## src/rtl/id_stage_pipe.sv

```systemverilog
// Y86 decode stage with a registered, valid/ready output slot.
// Splits the fetched bytes into fields, extracts valC, computes valP,
// drives register-file read IDs, classifies status and stops intake
// after HALT or an invalid instruction until a flush.
//
// Handshake: a transfer happens on a rising edge where valid && ready are
// both high; a producer holds its payload stable while valid && !ready,
// and ready never depends on valid.
module id_stage_pipe #(
  parameter int WORD_W = 32,
  parameter int PC_W   = 16,
  parameter int INST_W = 16 + WORD_W
) (
  input  logic              clk,
  input  logic              rst,
  input  logic              flush_i,
  input  logic              in_valid,
  output logic              in_ready,
  input  logic [PC_W-1:0]   pc_i,
  input  logic [INST_W-1:0] inst_i,
  output logic [3:0]        srcA_o,
  output logic [3:0]        srcB_o,
  input  logic [WORD_W-1:0] valA_i,
  input  logic [WORD_W-1:0] valB_i,
  output logic              out_valid,
  input  logic              out_ready,
  output logic [3:0]        icode_o,
  output logic [3:0]        ifun_o,
  output logic [3:0]        rA_o,
  output logic [3:0]        rB_o,
  output logic [WORD_W-1:0] valC_o,
  output logic [PC_W-1:0]   valP_o,
  output logic [WORD_W-1:0] valA_o,
  output logic [WORD_W-1:0] valB_o,
  output logic [1:0]        stat_o,
  output logic              halted_o
);

  localparam int N = WORD_W / 8;

  localparam logic [1:0] STAT_AOK = 2'd0;
  localparam logic [1:0] STAT_HLT = 2'd1;
  localparam logic [1:0] STAT_INS = 2'd2;

  localparam logic [3:0] REG_NONE = 4'hF;
  localparam logic [3:0] REG_ESP  = 4'h4;

  typedef enum logic {
    RUN    = 1'b0,
    HALTED = 1'b1
  } state_t;

  state_t state, state_nxt;

  // Raw fields of byte0/byte1
  logic [3:0] icode, ifun, ra, rb;
  assign icode = inst_i[INST_W-1  -: 4];
  assign ifun  = inst_i[INST_W-5  -: 4];
  assign ra    = inst_i[INST_W-9  -: 4];
  assign rb    = inst_i[INST_W-13 -: 4];

  logic [PC_W-1:0]   len;
  logic              has_regs;
  logic              c_at2;   // valC starts at byte 2
  logic              c_at1;   // valC starts at byte 1
  logic              icode_bad;
  logic              ifun_bad;
  logic              reg_bad;
  logic              ins;
  logic [1:0]        stat_d;
  logic [PC_W-1:0]   valp_d;
  logic [WORD_W-1:0] valc_d;
  logic [3:0]        ra_d, rb_d;
  logic [WORD_W-1:0] vala_d, valb_d;
  logic              accept;

  // Instruction length, layout and function-code legality per icode
  always_comb begin
    len       = PC_W'(1);
    has_regs  = 1'b0;
    c_at2     = 1'b0;
    c_at1     = 1'b0;
    icode_bad = 1'b0;
    ifun_bad  = (ifun != 4'h0);
    case (icode)
      4'h0, 4'h1, 4'h9: len = PC_W'(1);
      4'h2: begin
        len      = PC_W'(2);
        has_regs = 1'b1;
        ifun_bad = (ifun > 4'd6);
      end
      4'h6: begin
        len      = PC_W'(2);
        has_regs = 1'b1;
        ifun_bad = (ifun > 4'd3);
      end
      4'hA, 4'hB: begin
        len      = PC_W'(2);
        has_regs = 1'b1;
      end
      4'h3, 4'h4, 4'h5: begin
        len      = PC_W'(2 + N);
        has_regs = 1'b1;
        c_at2    = 1'b1;
      end
      4'h7: begin
        len      = PC_W'(1 + N);
        c_at1    = 1'b1;
        ifun_bad = (ifun > 4'd6);
      end
      4'h8: begin
        len      = PC_W'(1 + N);
        c_at1    = 1'b1;
      end
      default: icode_bad = 1'b1;
    endcase
  end

  // Little-endian constant extraction
  always_comb begin
    valc_d = '0;
    for (int i = 0; i < N; i++) begin
      if (c_at2)
        valc_d[8*i +: 8] = inst_i[INST_W-1-8*(2+i) -: 8];
      else if (c_at1)
        valc_d[8*i +: 8] = inst_i[INST_W-1-8*(1+i) -: 8];
    end
  end

  // Register fields, status and next PC
  always_comb begin
    ra_d    = has_regs ? ra : REG_NONE;
    rb_d    = has_regs ? rb : REG_NONE;
    // 0xF means "no register" and is legal; 8..0xE name nothing
    reg_bad = has_regs && (((ra >= 4'd8) && (ra != REG_NONE)) ||
                           ((rb >= 4'd8) && (rb != REG_NONE)));
    ins     = icode_bad || ifun_bad || reg_bad;
    if (ins)
      stat_d = STAT_INS;
    else if (icode == 4'h0)
      stat_d = STAT_HLT;
    else
      stat_d = STAT_AOK;
    valp_d  = pc_i + (ins ? PC_W'(1) : len);
  end

  // Register-file read IDs, independent of the handshake
  always_comb begin
    srcA_o = REG_NONE;
    srcB_o = REG_NONE;
    case (icode)
      4'h2, 4'h4, 4'h6, 4'hA: srcA_o = ra;
      4'h9, 4'hB:             srcA_o = REG_ESP;
      default:                srcA_o = REG_NONE;
    endcase
    case (icode)
      4'h4, 4'h5, 4'h6:       srcB_o = rb;
      4'h8, 4'h9, 4'hA, 4'hB: srcB_o = REG_ESP;
      default:                srcB_o = REG_NONE;
    endcase
    vala_d = (srcA_o == REG_NONE) ? '0 : valA_i;
    valb_d = (srcB_o == REG_NONE) ? '0 : valB_i;
  end

  assign in_ready = rst && !flush_i && (state == RUN) && (!out_valid || out_ready);
  assign accept   = in_valid && in_ready;
  assign halted_o = (state == HALTED);

  // Next state: flush always returns to RUN; a non-AOK accept stops intake
  always_comb begin
    state_nxt = state;
    if (flush_i)
      state_nxt = RUN;
    else if (accept && (stat_d != STAT_AOK))
      state_nxt = HALTED;
  end

  // State register
  always_ff @(posedge clk) begin
    if (!rst)
      state <= RUN;
    else
      state <= state_nxt;
  end

  // Output slot: reset clears, flush empties, accept loads, consume drains
  always_ff @(posedge clk) begin
    if (!rst) begin
      out_valid <= 1'b0;
      icode_o   <= '0;
      ifun_o    <= '0;
      rA_o      <= '0;
      rB_o      <= '0;
      valC_o    <= '0;
      valP_o    <= '0;
      valA_o    <= '0;
      valB_o    <= '0;
      stat_o    <= STAT_AOK;
    end else if (flush_i) begin
      out_valid <= 1'b0;
    end else if (accept) begin
      out_valid <= 1'b1;
      icode_o   <= icode;
      ifun_o    <= ifun;
      rA_o      <= ra_d;
      rB_o      <= rb_d;
      valC_o    <= valc_d;
      valP_o    <= valp_d;
      valA_o    <= vala_d;
      valB_o    <= valb_d;
      stat_o    <= stat_d;
    end else if (out_ready) begin
      out_valid <= 1'b0;
    end
  end

endmodule

```

## config.mk

```make
export PLATFORM = sky130hd
export DESIGN_NAME = id_stage_pipe
export DESIGN_NICKNAME = d
export VERILOG_FILES = /design/src/rtl/id_stage_pipe.sv
export SDC_FILE = /design/constraint.sdc
export NUM_CORES = 1
export LEC_CHECK = 0
export ABC_CLOCK_PERIOD_IN_PS = 4400
export CAP_MARGIN = 25
export CORE_ASPECT_RATIO = 0.75
export CORE_MARGIN = 10
export CORE_UTILIZATION = 40
export CTS_CLUSTER_SIZE = 24
export DETAILED_ROUTE_END_ITERATION = 8
export GPL_TIMING_DRIVEN = 0
export PLACE_DENSITY = 0.81
export SYNTH_ARGS = -nofsm -noshare
export SYNTH_HDL_FRONTEND = slang
export SYNTH_SLANG_ARGS = --single-unit
```

## constraint.sdc

```tcl
create_clock -name clk -period 4.4 [get_ports clk]
set_input_delay 0.88 -clock clk [delete_from_list [all_inputs] [get_ports clk]]
set_output_delay 0.88 -clock clk [all_outputs]
set_load 0.03 [all_outputs]
```

Word-level counts from Yosys, hierarchy flattened
Index checks and enable logic that the tools add are counted.

Bits of input ports: 133. Bits in registers: 132. Word-level logic and storage cells: 89. Output and inout bits: 141.

Add/subtract/negate cells: 1. Equal/unequal tests: 15. Bitwise logic cells: 3. $lt $le $gt $ge: 4. Reduce and logical (&&, ||, !) cells: 30. Muxes and demuxes: 25.

Operator list (number): $mux W32 (2); $mux W8 (8); $eq A4 B4 Y1 const B (6); $add A16 B16 Y16 (1); $eq A4 B3 Y1 const B (4); $mux W16 (1); $pmux W4 S2 (2); $reduce_or A12 Y1 (1); $reduce_or A4 Y1 (3); $pmux W3 S3 (1); $eq A4 B2 Y1 const B (2); $ge A4 B4 Y1 const B (2); $logic_and A1 B1 Y1 (8); $mux W4 (2); $ne A4 B4 Y1 const B (2); $reduce_or A2 Y1 (4); $mux W1 (7); $reduce_or A7 Y1 (1); $reduce_or A3 Y1 (2); $eq A4 B1 Y1 const B (1); $gt A4 B2 Y1 const B (1); $gt A4 B3 Y1 const B (1); $logic_not A4 Y1 (1); $logic_or A1 B1 Y1 (4); 7 further kinds (11).

Longest topological paths before layout
Gate-level depths: netlist (run 1).

Depth in word-level cells: 8. Mapped depth: 11.

Worst setup path after synthesis (run 1)
No wires, ideal clock.

Kind: input-to-reg. From: in inst_i[46]. To: reg valP_o[14]. Cell stages on the path: 11. Slack: 1.093 ns. Arrival time: 3.233 ns. Cells stage by stage: buf_2 nor2b_1 nor3b_1 a31oi_1 or3_1 ha_1 fa_1 a21oi_1 nor4_2 a31o_2 a31oi_1.

Cells in the longest elaborated chain, start to end: 7.

RTL lines: start: declaration (RTL line 20) `input logic [INST_W-1:0] inst_i,`; $eq A4 B4 Y1, or another cell as far along (RTL line 85) `case (icode)`; $reduce_or A12 Y1 (no source line), or another cell as far along; $mux W1 or $pmux W1 S2 (tied branches) (RTL line 85); $logic_or A1 B1 Y1 or $logic_and A1 B1 Y1 (tied branches) (RTL line 137, 135); $logic_or A1 B1 Y1 (RTL line 137) `ins = icode_bad || ifun_bad || reg_bad;`; $mux W16 (*) (RTL line 144) `valp_d = pc_i + (ins ? PC_W'(1) : len);`; $add A16 B16 Y16 (*) (RTL line 144); end signal: assignment (RTL line 208) `valP_o <= valp_d;`; end: declaration (RTL line 32) `output logic [PC_W-1:0] valP_o,`.

Every way passes the cells marked *; elsewhere a longest branch is shown, timed or not. A chain may end at the register's enable or synchronous reset.

Worst setup path in the final report (run 1)
From: in inst_i[44]. To: reg valP_o[15].

Same word-level chain as after synthesis.

==> impl_metrics.env, run 1 <==
export IMPL_io_pins=274
export IMPL_crit_type="input pin to flip-flop"
export IMPL_synth_nets=743
export IMPL_core_area_um2=13020
export IMPL_drt_wl_total_mm=21.51
export IMPL_gp_congestion=0.8947
export IMPL_io_buffers=272
export IMPL_synth_fa_ha_area_share_pct=1.078
export IMPL_dieArea_um2=18420
export IMPL_drive_above_1_share_pct=8.022
export IMPL_status="finished, final reports clean"
export IMPL_cts_resized=0
export IMPL_cts_tree="done"
export IMPL_synth_top_area_share_pct=49.50
export IMPL_final_cell_mix="clkdlybuf4s50_1, dfxtp_1, nand2_1"
export IMPL_cap_violations=0
export IMPL_start_kind="input pin"
export IMPL_r2r_cells=6
export IMPL_synth_area_um2=5339
export IMPL_ir_drop_mv=0.2693
export IMPL_area_growth_pct=65.10
export IMPL_die_x_um=153.4
export IMPL_vias=5749
export IMPL_hold_viol=0
export IMPL_grt_max_degree=17
export IMPL_final_antenna_net_count=0
export IMPL_final_common_cell="clkdlybuf4s50_1"
export IMPL_grtUsageTotal_pct=22.17
export IMPL_r2r_start="out_valid"
export IMPL_tightest_slew_ns=0.6518
export IMPL_grt_antenna_before_repair=0
export IMPL_die_h_um=120.1
export IMPL_ctsHoldBuffers=0
export IMPL_hold_depth=2
export IMPL_period_share_pct=88.30
export IMPL_cts_root_buf="clkbuf_16"
export IMPL_ys_seq_area_share_pct=49.50
export IMPL_finClkSkew_ns=0.009212
export IMPL_yosysWarnings=0
export IMPL_dp_hpwl_mm=16.77
export IMPL_route_detailed_drc=0
export IMPL_hold_start="valP_o[3]"
export IMPL_cts_made_buffers=17
export IMPL_placed_cells=1049
export IMPL_worst_path_max_fanout=10
export IMPL_wl_per_cell_um=19.90
export IMPL_fin_area_um2=8815
export IMPL_hp_class="flip-flop to flip-flop"
export IMPL_fin_tns_setup_ns=0
export IMPL_required_ns=4.73
export IMPL_grt_pass1_wl_mm=32.95
export IMPL_synth_top_family_by_area="compound AO/OA/AOI/OAI gates"
export IMPL_relSlewSlack_pct=56.54
export IMPL_gr_total_overflow=0
export IMPL_cts_setup_buffers=0
export IMPL_rsz0062_at_grt="no"
export IMPL_firstDrtPassIters=5
export IMPL_synth_cells=606
export IMPL_endpoint_kind="flip-flop"
export IMPL_diodes=0
export IMPL_whs_ns=0.4489
export IMPL_via_per_inst=5.318
export IMPL_timing_fmax_ghz=0.2574
export IMPL_drtIter0Drc=453
export IMPL_r2r_setup_slack_ns=2.46
export IMPL_synth_distinct_cells=48
export IMPL_min_period_ns=3.885
export IMPL_path_clk_slew_ns=0.05
export IMPL_synth_flop_cell="dfxtp_1"
export IMPL_cts_sinks=132
export IMPL_drv_slew=0
export IMPL_muxShareOfSynthArea_pct=0.1875
export IMPL_ys_seq_elements=132
export IMPL_grt_pass1_vias=5631
export IMPL_synth_top_cells_by_area="dfxtp_1, a21oi_1, a221oi_1, a22o_1, o21ai_0"
export IMPL_rows=36
export IMPL_syn_area_per_cell_um2=8.810
export IMPL_async_flop_share_pct=0
export IMPL_dpl_cell_area_um2=8275
export IMPL_synth_xor_area_share_pct=1.476
export IMPL_synth_compound_area_share_pct=24.75
export IMPL_p_leak_nw=3.238
export IMPL_setup_violations_final=0
export IMPL_synth_edff_count=0
export IMPL_clock_latency_ns=0.41
export IMPL_power_density_nw_per_um2=349.9
export IMPL_whs_endpoint="valP_o[3]"
export IMPL_cts_htree_levels=4
export IMPL_nets=1034
export IMPL_synth_top_area_cell="dfxtp_1"
export IMPL_clockBufferDepth=2
export IMPL_synth_simple_gate_area_share_pct=17.58
export IMPL_start_util_pct=41.01
export IMPL_cp_arrival_ns=4.21
export IMPL_fin_cells=1081
export IMPL_timing_rr_end="valC_o[10]"
[registers in the layout (all words and copies together) (netlist names)]
| signal | cells |
|---|---|
| valA_o | 32 |
| valB_o | 32 |
| valC_o | 32 |
| valP_o | 16 |
| icode_o | 4 |
| ifun_o | 4 |
| rA_o | 4 |
| rB_o | 4 |
| stat_o | 2 |
| halted_o | 1 |
| out_valid | 1 |
[per-layer routing]
| layer | routed length (um) | track usage, % |
|---|---|---|
| met1 | 9801 | 28.80 |
| met2 | 9720 | 34.42 |
| met3 | 1745 | 8.030 |
| met4 | 240 | 5.300 |
| met5 | 0 | 0 |
[per-stage QoR]
step | power [mW] | setup slack [ns] | util, %
after CTS | 3.104 | 0.5753 | 67.71
after floorplan | 1.528 | 1.093 | -
after global routing | 3.209 | 0.2332 | 67.71
final | 3.084 | 0.5147 | 67.71
after global placement | 1.811 | 0.1698 | 63.57
after detailed placement | 1.817 | 0.1661 | 63.57
[critical path: stages]
cell             delay (ns)
clkdlybuf4s50_1        0.52
buf_2                  0.23
nand3b_1               0.10
a21oi_1                0.48
buf_2                  0.33
nor2_1                 0.06
nor3_1                 0.16
ha_1                   0.31
a21oi_1                0.44
a21oi_1                0.25
a31o_2                 0.28
a31oi_1                0.16
[synthesized netlist by cell type (2+ instances only)]
cell      number
a211oi_1       7
a21oi_1       56
a221oi_1      32
a22o_1        32
a31o_2         4
a31oi_1        3
and3_1         2
and4_1         3
buf_2         25
buf_4          3
buf_6          3
clkbuf_1      21
dfxtp_1      132
ha_1           3
inv_1          7
nand2_1       59
nand2b_1       2
nand3_1       40
nand3b_1       2
nand4_1        4
nor2_1        57
nor2b_1        5
nor3_1        18
o21a_1         4
o21ai_0       49
or2_2          2
or3_1          2
xnor2_1        9
[worst max-delay path by stage]
stage                     slack (ns)    endpoint        from
after global routing            0.23  valP_o[15]  inst_i[46]
after floorplan                 1.09  valP_o[14]  inst_i[46]
after global placement          0.17  valP_o[14]  inst_i[46]
after detailed placement        0.17  valP_o[14]  inst_i[46]
after CTS                       0.58  valP_o[14]  inst_i[46]
final                           0.51  valP_o[15]  inst_i[44]
[power by group]
group | switching, mW | leakage [nW] | total (mW) | internal (mW)
registers | 0.0223 | 1.07 | 1.26 | 1.24
logic | 0.288 | 1.90 | 0.534 | 0.246
clock network | 0.540 | 0.262 | 1.29 | 0.749
[final cells by class]
class                      count  area, um2
multi-input combinational    414       2406
timing repair buffer         272       2723
clock buffer                  20      456.7
buffer                        53      264.0
sequential                   132       2643
inverter                       7      26.28
clock inverter                12      82.58
tap                          171      214.0
fill                        1101       4203
[cells by family after synthesis]
logic type / after synthesis
AOI/OAI and AO/OA: 197
xor gates and xnor gates: 9
muxes: 1
buffers and inverters: 60
and+or+nand+nor: 203
adders and majority gates: 4
DFF: 132
(Power assumes the default switching activity.)
==> run 2, diff against run 1 <==
--- a/config.mk
+++ b/config.mk
@@ -6,7 +6,7 @@
 export NUM_CORES = 1
 export LEC_CHECK = 0
 export ABC_CLOCK_PERIOD_IN_PS = 4400
-export CAP_MARGIN = 25
+export CAP_MARGIN = 20
 export CORE_ASPECT_RATIO = 0.75
 export CORE_MARGIN = 10
 export CORE_UTILIZATION = 40
@@ -14,6 +14,7 @@
 export DETAILED_ROUTE_END_ITERATION = 8
 export GPL_TIMING_DRIVEN = 0
 export PLACE_DENSITY = 0.81
+export SLEW_MARGIN = 20
 export SYNTH_ARGS = -nofsm -noshare
 export SYNTH_HDL_FRONTEND = slang
 export SYNTH_SLANG_ARGS = --single-unit
==> results of run 2 <==
Same layout as run 1: the final DEF is identical, and so are final timing and power.
